File: config.mk
export PLATFORM = sky130hd
export DESIGN_NAME = pipeline_hazard_ctrl
export DESIGN_NICKNAME = d
export VERILOG_FILES = /design/src/rtl/pipeline_pkg.sv /design/src/rtl/pipeline_hazard_ctrl_match.sv /design/src/rtl/pipeline_hazard_ctrl.sv
export SDC_FILE = /design/constraint.sdc
export NUM_CORES = 1
export LEC_CHECK = 0
export CAP_MARGIN = 30
export CORE_UTILIZATION = 40
export CTS_CLUSTER_SIZE = 8
export DETAILED_ROUTE_END_ITERATION = 16
export PLACE_DENSITY = 0.78
export SLEW_MARGIN = 20
export SYNTH_ARGS = -nofsm -noshare
export SYNTH_HDL_FRONTEND = slang
export SYNTH_SLANG_ARGS = --single-unit
File: constraint.sdc
create_clock -name clk -period 1.7 [get_ports clk]
set_input_delay 0.255 -clock clk [delete_from_list [all_inputs] [get_ports clk]]
set_output_delay 0.255 -clock clk [all_outputs]
set_load 0.1 [all_outputs]
File: src/rtl/pipeline_pkg.sv
// Shared types for the pipeline hazard controller: stage tags,
// forwarding selects and stall FSM states.
package pipeline_pkg;

  localparam logic [4:0] XZR = 5'd31;

  typedef struct packed {
    logic       valid;
    logic [4:0] rd;
    logic       regwrite;
    logic       memtoreg;
    logic [4:0] rn;
    logic       rn_used;
    logic [4:0] rm;
    logic       rm_used;
  } stage_tag_t;

  typedef enum logic [1:0] {
    FWD_REG   = 2'b00,
    FWD_MEMWB = 2'b01,
    FWD_EXMEM = 2'b10
  } fwd_sel_t;

  typedef enum logic {
    RUN   = 1'b0,
    STALL = 1'b1
  } hz_state_t;

endpackage

File: src/rtl/pipeline_hazard_ctrl_match.sv
// hazard_match: does a tracked producer tag write a given source?
// XZR never matches on either side.
module hazard_match
  import pipeline_pkg::*;
(
  input  stage_tag_t i_tag,
  input  logic [4:0] i_src,
  input  logic       i_used,
  output logic       o_match
);

  logic w_unused;

  assign o_match = i_tag.valid & i_tag.regwrite & i_used &
                   (i_tag.rd == i_src) & (i_tag.rd != XZR);

  assign w_unused = ^{i_tag.memtoreg, i_tag.rn, i_tag.rn_used,
                      i_tag.rm, i_tag.rm_used};

endmodule

File: src/rtl/pipeline_hazard_ctrl.sv
// Hazard detection, forwarding select and stall/flush control.
// Define HAZARD_FWD_EN for forwarding; otherwise stall-only interlock.
module pipeline_hazard_ctrl
  import pipeline_pkg::*;
(
  input  logic       clk,
  input  logic       reset,
  input  logic       id_valid,
  input  logic [4:0] id_rn,
  input  logic [4:0] id_rm,
  input  logic       id_rn_used,
  input  logic       id_rm_used,
  input  logic [4:0] id_rd,
  input  logic       id_regwrite,
  input  logic       id_memtoreg,
  input  logic       ex_branch_taken,
  output logic       pc_write,
  output logic       ifid_write,
  output logic       idex_bubble,
  output logic       flush_ifid,
  output logic [1:0] fwd_a,
  output logic [1:0] fwd_b
);

  stage_tag_t r_ex, r_mem, r_wb, w_id_tag;
  hz_state_t  r_state, w_state_n;
  logic [1:0] r_cnt, w_cnt_n;
  logic       w_stall, w_hz, w_enter;
  logic       w_ex_rn, w_ex_rm;
  fwd_sel_t   w_fwd_a, w_fwd_b;
  logic       w_unused;

  always_comb begin
    w_id_tag          = '0;
    w_id_tag.valid    = id_valid;
    w_id_tag.rd       = id_rd;
    w_id_tag.regwrite = id_regwrite;
    w_id_tag.memtoreg = id_memtoreg;
    w_id_tag.rn       = id_rn;
    w_id_tag.rn_used  = id_rn_used;
    w_id_tag.rm       = id_rm;
    w_id_tag.rm_used  = id_rm_used;
  end

  hazard_match u_ex_rn (
    .i_tag(r_ex), .i_src(id_rn),
    .i_used(id_rn_used), .o_match(w_ex_rn)
  );
  hazard_match u_ex_rm (
    .i_tag(r_ex), .i_src(id_rm),
    .i_used(id_rm_used), .o_match(w_ex_rm)
  );

`ifdef HAZARD_FWD_EN
  logic w_mem_a, w_mem_b, w_wb_a, w_wb_b;

  hazard_match u_mem_a (
    .i_tag(r_mem), .i_src(r_ex.rn),
    .i_used(r_ex.rn_used), .o_match(w_mem_a)
  );
  hazard_match u_mem_b (
    .i_tag(r_mem), .i_src(r_ex.rm),
    .i_used(r_ex.rm_used), .o_match(w_mem_b)
  );
  hazard_match u_wb_a (
    .i_tag(r_wb), .i_src(r_ex.rn),
    .i_used(r_ex.rn_used), .o_match(w_wb_a)
  );
  hazard_match u_wb_b (
    .i_tag(r_wb), .i_src(r_ex.rm),
    .i_used(r_ex.rm_used), .o_match(w_wb_b)
  );

  // Only a load in EX cannot be forwarded in time
  assign w_hz    = id_valid & r_ex.memtoreg & (w_ex_rn | w_ex_rm);
  assign w_enter = 1'b0;
  assign w_fwd_a = w_mem_a ? FWD_EXMEM : (w_wb_a ? FWD_MEMWB : FWD_REG);
  assign w_fwd_b = w_mem_b ? FWD_EXMEM : (w_wb_b ? FWD_MEMWB : FWD_REG);
`else
  logic w_mem_rn, w_mem_rm;

  hazard_match u_mem_rn (
    .i_tag(r_mem), .i_src(id_rn),
    .i_used(id_rn_used), .o_match(w_mem_rn)
  );
  hazard_match u_mem_rm (
    .i_tag(r_mem), .i_src(id_rm),
    .i_used(id_rm_used), .o_match(w_mem_rm)
  );

  // WB needs no interlock: the register file writes before it reads
  assign w_hz    = id_valid & (w_ex_rn | w_ex_rm | w_mem_rn | w_mem_rm);
  assign w_enter = id_valid & (w_ex_rn | w_ex_rm);
  assign w_fwd_a = FWD_REG;
  assign w_fwd_b = FWD_REG;
`endif

  assign w_unused = ^r_wb;

  always_comb begin
    w_state_n   = r_state;
    w_cnt_n     = r_cnt;
    w_stall     = 1'b0;
    pc_write    = 1'b1;
    ifid_write  = 1'b1;
    idex_bubble = 1'b0;
    flush_ifid  = 1'b0;
    fwd_a       = w_fwd_a;
    fwd_b       = w_fwd_b;
    unique case (r_state)
      RUN: begin
        w_stall = w_hz;
        if (w_enter) begin
          w_state_n = STALL;
          w_cnt_n   = 2'd1;
        end
      end
      STALL: begin
        w_stall = id_valid;
        if (r_cnt <= 2'd1) begin
          w_state_n = RUN;
          w_cnt_n   = 2'd0;
        end else begin
          w_cnt_n = r_cnt - 2'd1;
        end
      end
      default: w_state_n = RUN;
    endcase
    if (w_stall) begin
      pc_write    = 1'b0;
      ifid_write  = 1'b0;
      idex_bubble = 1'b1;
    end
    if (ex_branch_taken) begin
      pc_write    = 1'b1;
      ifid_write  = 1'b1;
      idex_bubble = 1'b1;
      flush_ifid  = 1'b1;
      w_state_n   = RUN;
      w_cnt_n     = 2'd0;
    end
    if (reset) begin
      pc_write    = 1'b1;
      ifid_write  = 1'b1;
      idex_bubble = 1'b0;
      flush_ifid  = 1'b0;
      fwd_a       = FWD_REG;
      fwd_b       = FWD_REG;
    end
  end

  always_ff @(posedge clk) begin
    if (reset) begin
      r_state <= RUN;
      r_cnt   <= 2'd0;
      r_ex    <= '0;
      r_mem   <= '0;
      r_wb    <= '0;
    end else begin
      r_state <= w_state_n;
      r_cnt   <= w_cnt_n;
      r_wb    <= r_mem;
      r_mem   <= r_ex;
      if (idex_bubble || !id_valid) r_ex <= '0;
      else                          r_ex <= w_id_tag;
    end
  end

endmodule

# Word-level counts from Yosys, hierarchy flattened

Index checks and enable logic that the tools add are counted.

Bits of input ports: 23
Register bits after elaboration: 17
Word-level logic and storage cells: 56

Reduce and logical (&&, ||, !) cells: 4
Eq/ne operators: 7
Order comparisons: 1
Multiplexer cells: 15
Add/sub/neg operators: 1
Bitwise logic cells: 20

Operator list:

| cell                  | count |
|---|---|
| $eq A5 B5 Y1          | 4 |
| $and A1 B1 Y1         | 16 |
| $mux W1               | 10 |
| $ne A5 B5 Y1 const B  | 2 |
| $mux W2               | 2 |
| $pmux W1 S2           | 2 |
| $pmux W2 S2           | 1 |
| $reduce_or A2 Y1      | 2 |
| $or A1 B1 Y1          | 3 |
| $le A2 B1 Y1 const B  | 1 |
| $ne A2 B2 Y1 const B  | 1 |
| $sub A2 B1 Y2 const B | 1 |
| $logic_not A1 Y1      | 1 |
| $logic_or A1 B1 Y1    | 1 |
| $not A1 Y1            | 1 |

# Depth between registers and ports, before layout

Depth after elaboration: 14
Gate-level depth with buffers: 6

# Modules after synthesis

A second synthesis with hierarchy kept.

Cell total of the unflattened synthesis: 147
Area, all modules: 1611.5 um^2

By module, submodules not included:

| module               | instances | area an instance (um^2) | cells each |
|---|---|---|---|
| pipeline_hazard_ctrl | 1         | 1306.3                  | 107 |
| hazard_match         | 4         | 76.3                    | 10 |

# Worst setup path after synthesis

No wires, ideal clock.

Path kind: flip-flop to output port
From: register r_ex[14] (netlist name)
To: output port idex_bubble
Path buffers: 0
Data arrival time: 3127 ps
Required time: 1445 ps
Cell stages (with the launch flop): 6
Setup slack: -1682 ps
Cells stage by stage: dfxtp_1 > xnor2_1 > nand4_1 > o22ai_2 > a22oi_1 > a211oi_1

Word-level cells in the longest chain between the ends: 11
Elaborated cells between the ends (all ways): 15
Those cells by class: eq/ne: 3; mux: 4; bitwise: 8

Ends and longest elaborated chain:

| what                        | line                             | text |
|---|---|---|
| start, declared             | pipeline_hazard_ctrl.sv:25       | `stage_tag_t r_ex, r_mem, r_wb, w_id_tag;` |
| start signal, assigned      | pipeline_hazard_ctrl.sv:165      | `else r_ex <= w_id_tag;` |
| $eq A5 B5 Y1                | pipeline_hazard_ctrl_match.sv:15 | `(i_tag.rd == i_src) & (i_tag.rd != XZR);` |
| $and A1 B1 Y1               | pipeline_hazard_ctrl_match.sv:14 | `assign o_match = i_tag.valid & i_tag.regwrite & i_used &` |
| $and A1 B1 Y1               | pipeline_hazard_ctrl_match.sv:15 |  |
| $or A1 B1 Y1 * (3 in a row) | pipeline_hazard_ctrl.sv:92       | `assign w_hz = id_valid & (w_ex_rn \| w_ex_rm \| w_mem_rn \| w_mem_rm);` |
| $and A1 B1 Y1 *             | pipeline_hazard_ctrl.sv:92       |  |
| $pmux W1 S2 *               | pipeline_hazard_ctrl.sv:110      | `unique case (r_state)` |
| $mux W1 *                   | pipeline_hazard_ctrl.sv:129      | `if (w_stall) begin` |
| $mux W1 *                   | pipeline_hazard_ctrl.sv:134      | `if (ex_branch_taken) begin` |
| $mux W1 *                   | pipeline_hazard_ctrl.sv:142      | `if (reset) begin` |
| end, declared               | pipeline_hazard_ctrl.sv:19       | `output logic idex_bubble,` |

Mark *: on every way between the ends. The rest lies on a longest branch, timed or not.

# Final worst setup path

From: input port id_rm[1]
To: output port ifid_write

Word-level cells in the longest chain between the ends: 11
Elaborated cells between the ends (all ways): 14
Those cells by class: eq/ne: 2; mux: 4; bitwise: 8

Ends and longest elaborated chain:

| what                      | line                             | text |
|---|---|---|
| start, declared           | pipeline_hazard_ctrl.sv:10       | `input logic [4:0] id_rm,` |
| $eq A5 B5 Y1              | pipeline_hazard_ctrl_match.sv:15 |  |
| $and A1 B1 Y1             | pipeline_hazard_ctrl_match.sv:14 |  |
| $and A1 B1 Y1             | pipeline_hazard_ctrl_match.sv:15 |  |
| $or A1 B1 Y1 (2 in a row) | pipeline_hazard_ctrl.sv:92       |  |
| $or A1 B1 Y1 *            | pipeline_hazard_ctrl.sv:92       |  |
| $and A1 B1 Y1 *           | pipeline_hazard_ctrl.sv:92       |  |
| $pmux W1 S2 *             | pipeline_hazard_ctrl.sv:110      |  |
| $mux W1 *                 | pipeline_hazard_ctrl.sv:129      |  |
| $mux W1 *                 | pipeline_hazard_ctrl.sv:134      |  |
| $mux W1 *                 | pipeline_hazard_ctrl.sv:142      |  |
| end, declared             | pipeline_hazard_ctrl.sv:18       | `output logic ifid_write,` |

Marks and branches as above.

==> qor.csv <==
metric;value;unit
run status;finished with violations;
failing checks;setup timing;
worst path required time;1.44;ns
DIE AREA;2330;µm²
std cell rows;16;
Final Cycle Share;126;%
drt total wl;1870;µm
cts-stage hold buffer count;0;
most frequent cells in the layout;16 x xnor2_1, 14 x clkdlybuf4s50_1, 12 x nand2_1, 12 x dfxtp_1, 9 x nor2_1;
Design Area, Final;1350;µm²
pin count of the biggest net entering global routing;11;
overall power;0.820;mW
final setup fails;3;
sequential area share after synthesis;39.7;%
nets@finish;157;
fin crit period;2.14;ns
clk buf depth;2;
Final Hold Fails;0;
Die X;48.3;µm
# Max-Cap Violations;0;
Cell variety after synth;25;
share of cells above drive strength 1;27.8;%
CP arrival;1.88;ns
crit path kind;in -> out;
drt initial violations;5;
Root Buffer;clkbuf_4;
Vias/cell;4.81;
die height;48.3;µm
final non-filler cell total;160;
total congestion overflow;0;
Vias;770;
Reg2Reg Depth;8;
drt wl/cell;11.7;µm
RePlAce Congestion;0.824;
initial antenna violation count;0;
GRT Resource Usage Total;18.0;%
hold depth;1;
dpl ws;-0.477;ns
first-pass GRT wire length;3260;µm
count of pins over their slew limit;0;
CTS Buf Count;3;
most common cell after layout, fill and taps aside;xnor2_1;
worst-skew pair later-pin latency;0.29;ns
DRC violations left;0;
P&R area growth vs syn;57.6;%
CTS tree;yes;
# IOs;31;
Crit-path slowest cell;clkdlybuf4s50_1;
Post-Place Cell Area;1260;µm²
DRT Pass-1 Iters;4;
critical path startpoint category;input port;
gate count of the mapped netlist;98;
synthesized area;858;µm²
Reg power frac;50.2;%
htree depth;1;
hold crit path type;reg -> reg;
max incr delay on CP;0.49;ns
CTS clk-pin slew, worst paths;0.10;ns
Psw;0.239;mW
critical path, cell by cell;clkdlybuf4s50_1 -> xnor2_2 -> nand2_1 -> o22ai_2 -> buf_4 -> a221o_2 -> nand2_8 -> buf_12;
Final Core Density;68.2;%
final worst setup slack;-0.437;ns
synth warn;0;
Worst VDD drop;0.497;mV
clock skew;0.00659;ns
antenna fix cells;0;
post-synthesis register bit count;17;
Core ar.;1980;µm²
leakage;0.519;nW
Clk pwr share;25.5;%
CP Max Fanout;2;
Comb power frac;24.3;%
RSZ-0062 raised after global routing;yes;
number of port buffers;25;
Net Sw Frac;29.1;%
vias in the first global route;774;
Antenna Nets Post-Route;0;
Achievable Freq;468;MHz
Post-DP HPWL;1460;µm
Cell Int Power;0.582;mW
Post-Place Cells;155;
Starting Density;43.3;%
P per Cell Area;607;nW/µm²
Mean Syn Cell Area;8.76;µm²
crit end category;primary output;
# clock sinks;17;
==> cells in the mapped netlist <==
library cell  number  area share (%)
xnor2_1           20              20
o41ai_1            1             1.0
a221o_1            1             1.2
inv_1              1            0.44
o22ai_2            1             1.5
dfxtp_1           17              40
buf_1              1            0.44
nand3_1            2             1.2
o2111a_1           1             1.3
a211oi_1           1            0.87
nor2_1             9             3.9
nand4_1            4             2.9
clkbuf_1           1            0.44
a31oi_1            2             1.5
a21oi_1            1            0.58
conb_1             1            0.44
a21boi_0           1            0.87
buf_4              5             4.4
o22ai_1            1            0.73
and2_1             1            0.73
and3_1             2             1.5
a22oi_1            1            0.87
nor2b_1            9             6.6
nand2_1           13             5.7
nand4b_1           1             1.0
==> repair_timing <==
item / 4_1_cts / 5_1_grt
pin swaps: 6 / 7
gates cloned: 0 / 0
buffers inserted: 2 / 1
setup endpoints to repair: 3 / 11
gates resized for setup: 10 / 9
==> critical path: cells and delay by family <==
kind,cells,cell delay [ns]
xor+xnor,1,0.17
compound gates,2,0.49
buf+inv,3,0.81
simple gates,2,0.16
==> power by group through the flow <==
stage,Combinational [mW],Clock (mW),Sequential [mW]
5_1_grt,0.212,0.238,0.413
2_1_floorplan,0.120,0,0.421
4_1_cts,0.193,0.216,0.414
6_report,0.199,0.209,0.411
3_5_place_dp,0.194,0,0.423
3_3_place_gp,0.192,0,0.423
==> layer usage <==
layer  global-route usage, %  share of wire (%)
met5                       0                  0
met4                    9.31                2.0
met3                    3.77                6.4
met2                    31.5                 50
met1                    20.5                 41
==> worst paths after layout <==
check                      startpoint                   end  slack, ns
setup / recovery             id_rm[1]            ifid_write      -0.44
hold / removal    r_ex[19]$_SDFF_PP0_  r_mem[19]$_SDFF_PP0_       0.46
setup reg to reg  r_ex[17]$_SDFF_PP0_   r_ex[17]$_SDFF_PP0_       0.03
hold reg to reg   r_ex[19]$_SDFF_PP0_  r_mem[19]$_SDFF_PP0_       0.46
==> logic make-up after synthesis <==
logic type | after synthesis | synth area share, %
simple gates | 41 | 23.5
xor+xnor | 20 | 20.4
flops | 17 | 39.7
other cells | 1 | 0.437
buf+inv | 8 | 5.68
compound gates | 11 | 10.4
==> state kept, by name, summed over array words and instances, names as in the netlist <==
register,flops
r_mem,7
r_state,1
r_ex,7
r_cnt,2
==> through the flow <==
| stage | hold slack, ns | setup TNS (ns) |
|---|---|---|
| after floorplan | 0.357 | -0.478 |
| after global placement | 0.443 | -2.34 |
| after detailed placement | 0.460 | -2.86 |
| after CTS | 0.462 | -1.34 |
| after global routing | 0.471 | -1.53 |
| final | 0.463 | -1.27 |
==> final cells by class <==
type / count / area, µm²
Clock buffer: 3 / 22.5
Clock inverter: 1 / 5.00
Fill cell: 164 / 629
Inverter: 1 / 3.75
Multi-Input combinational cell: 76 / 572
Sequential cell: 17 / 352
Tap cell: 27 / 33.8
Timing Repair Buffer: 35 / 364
No activity file was read; power rests on OpenSTA's default activity.
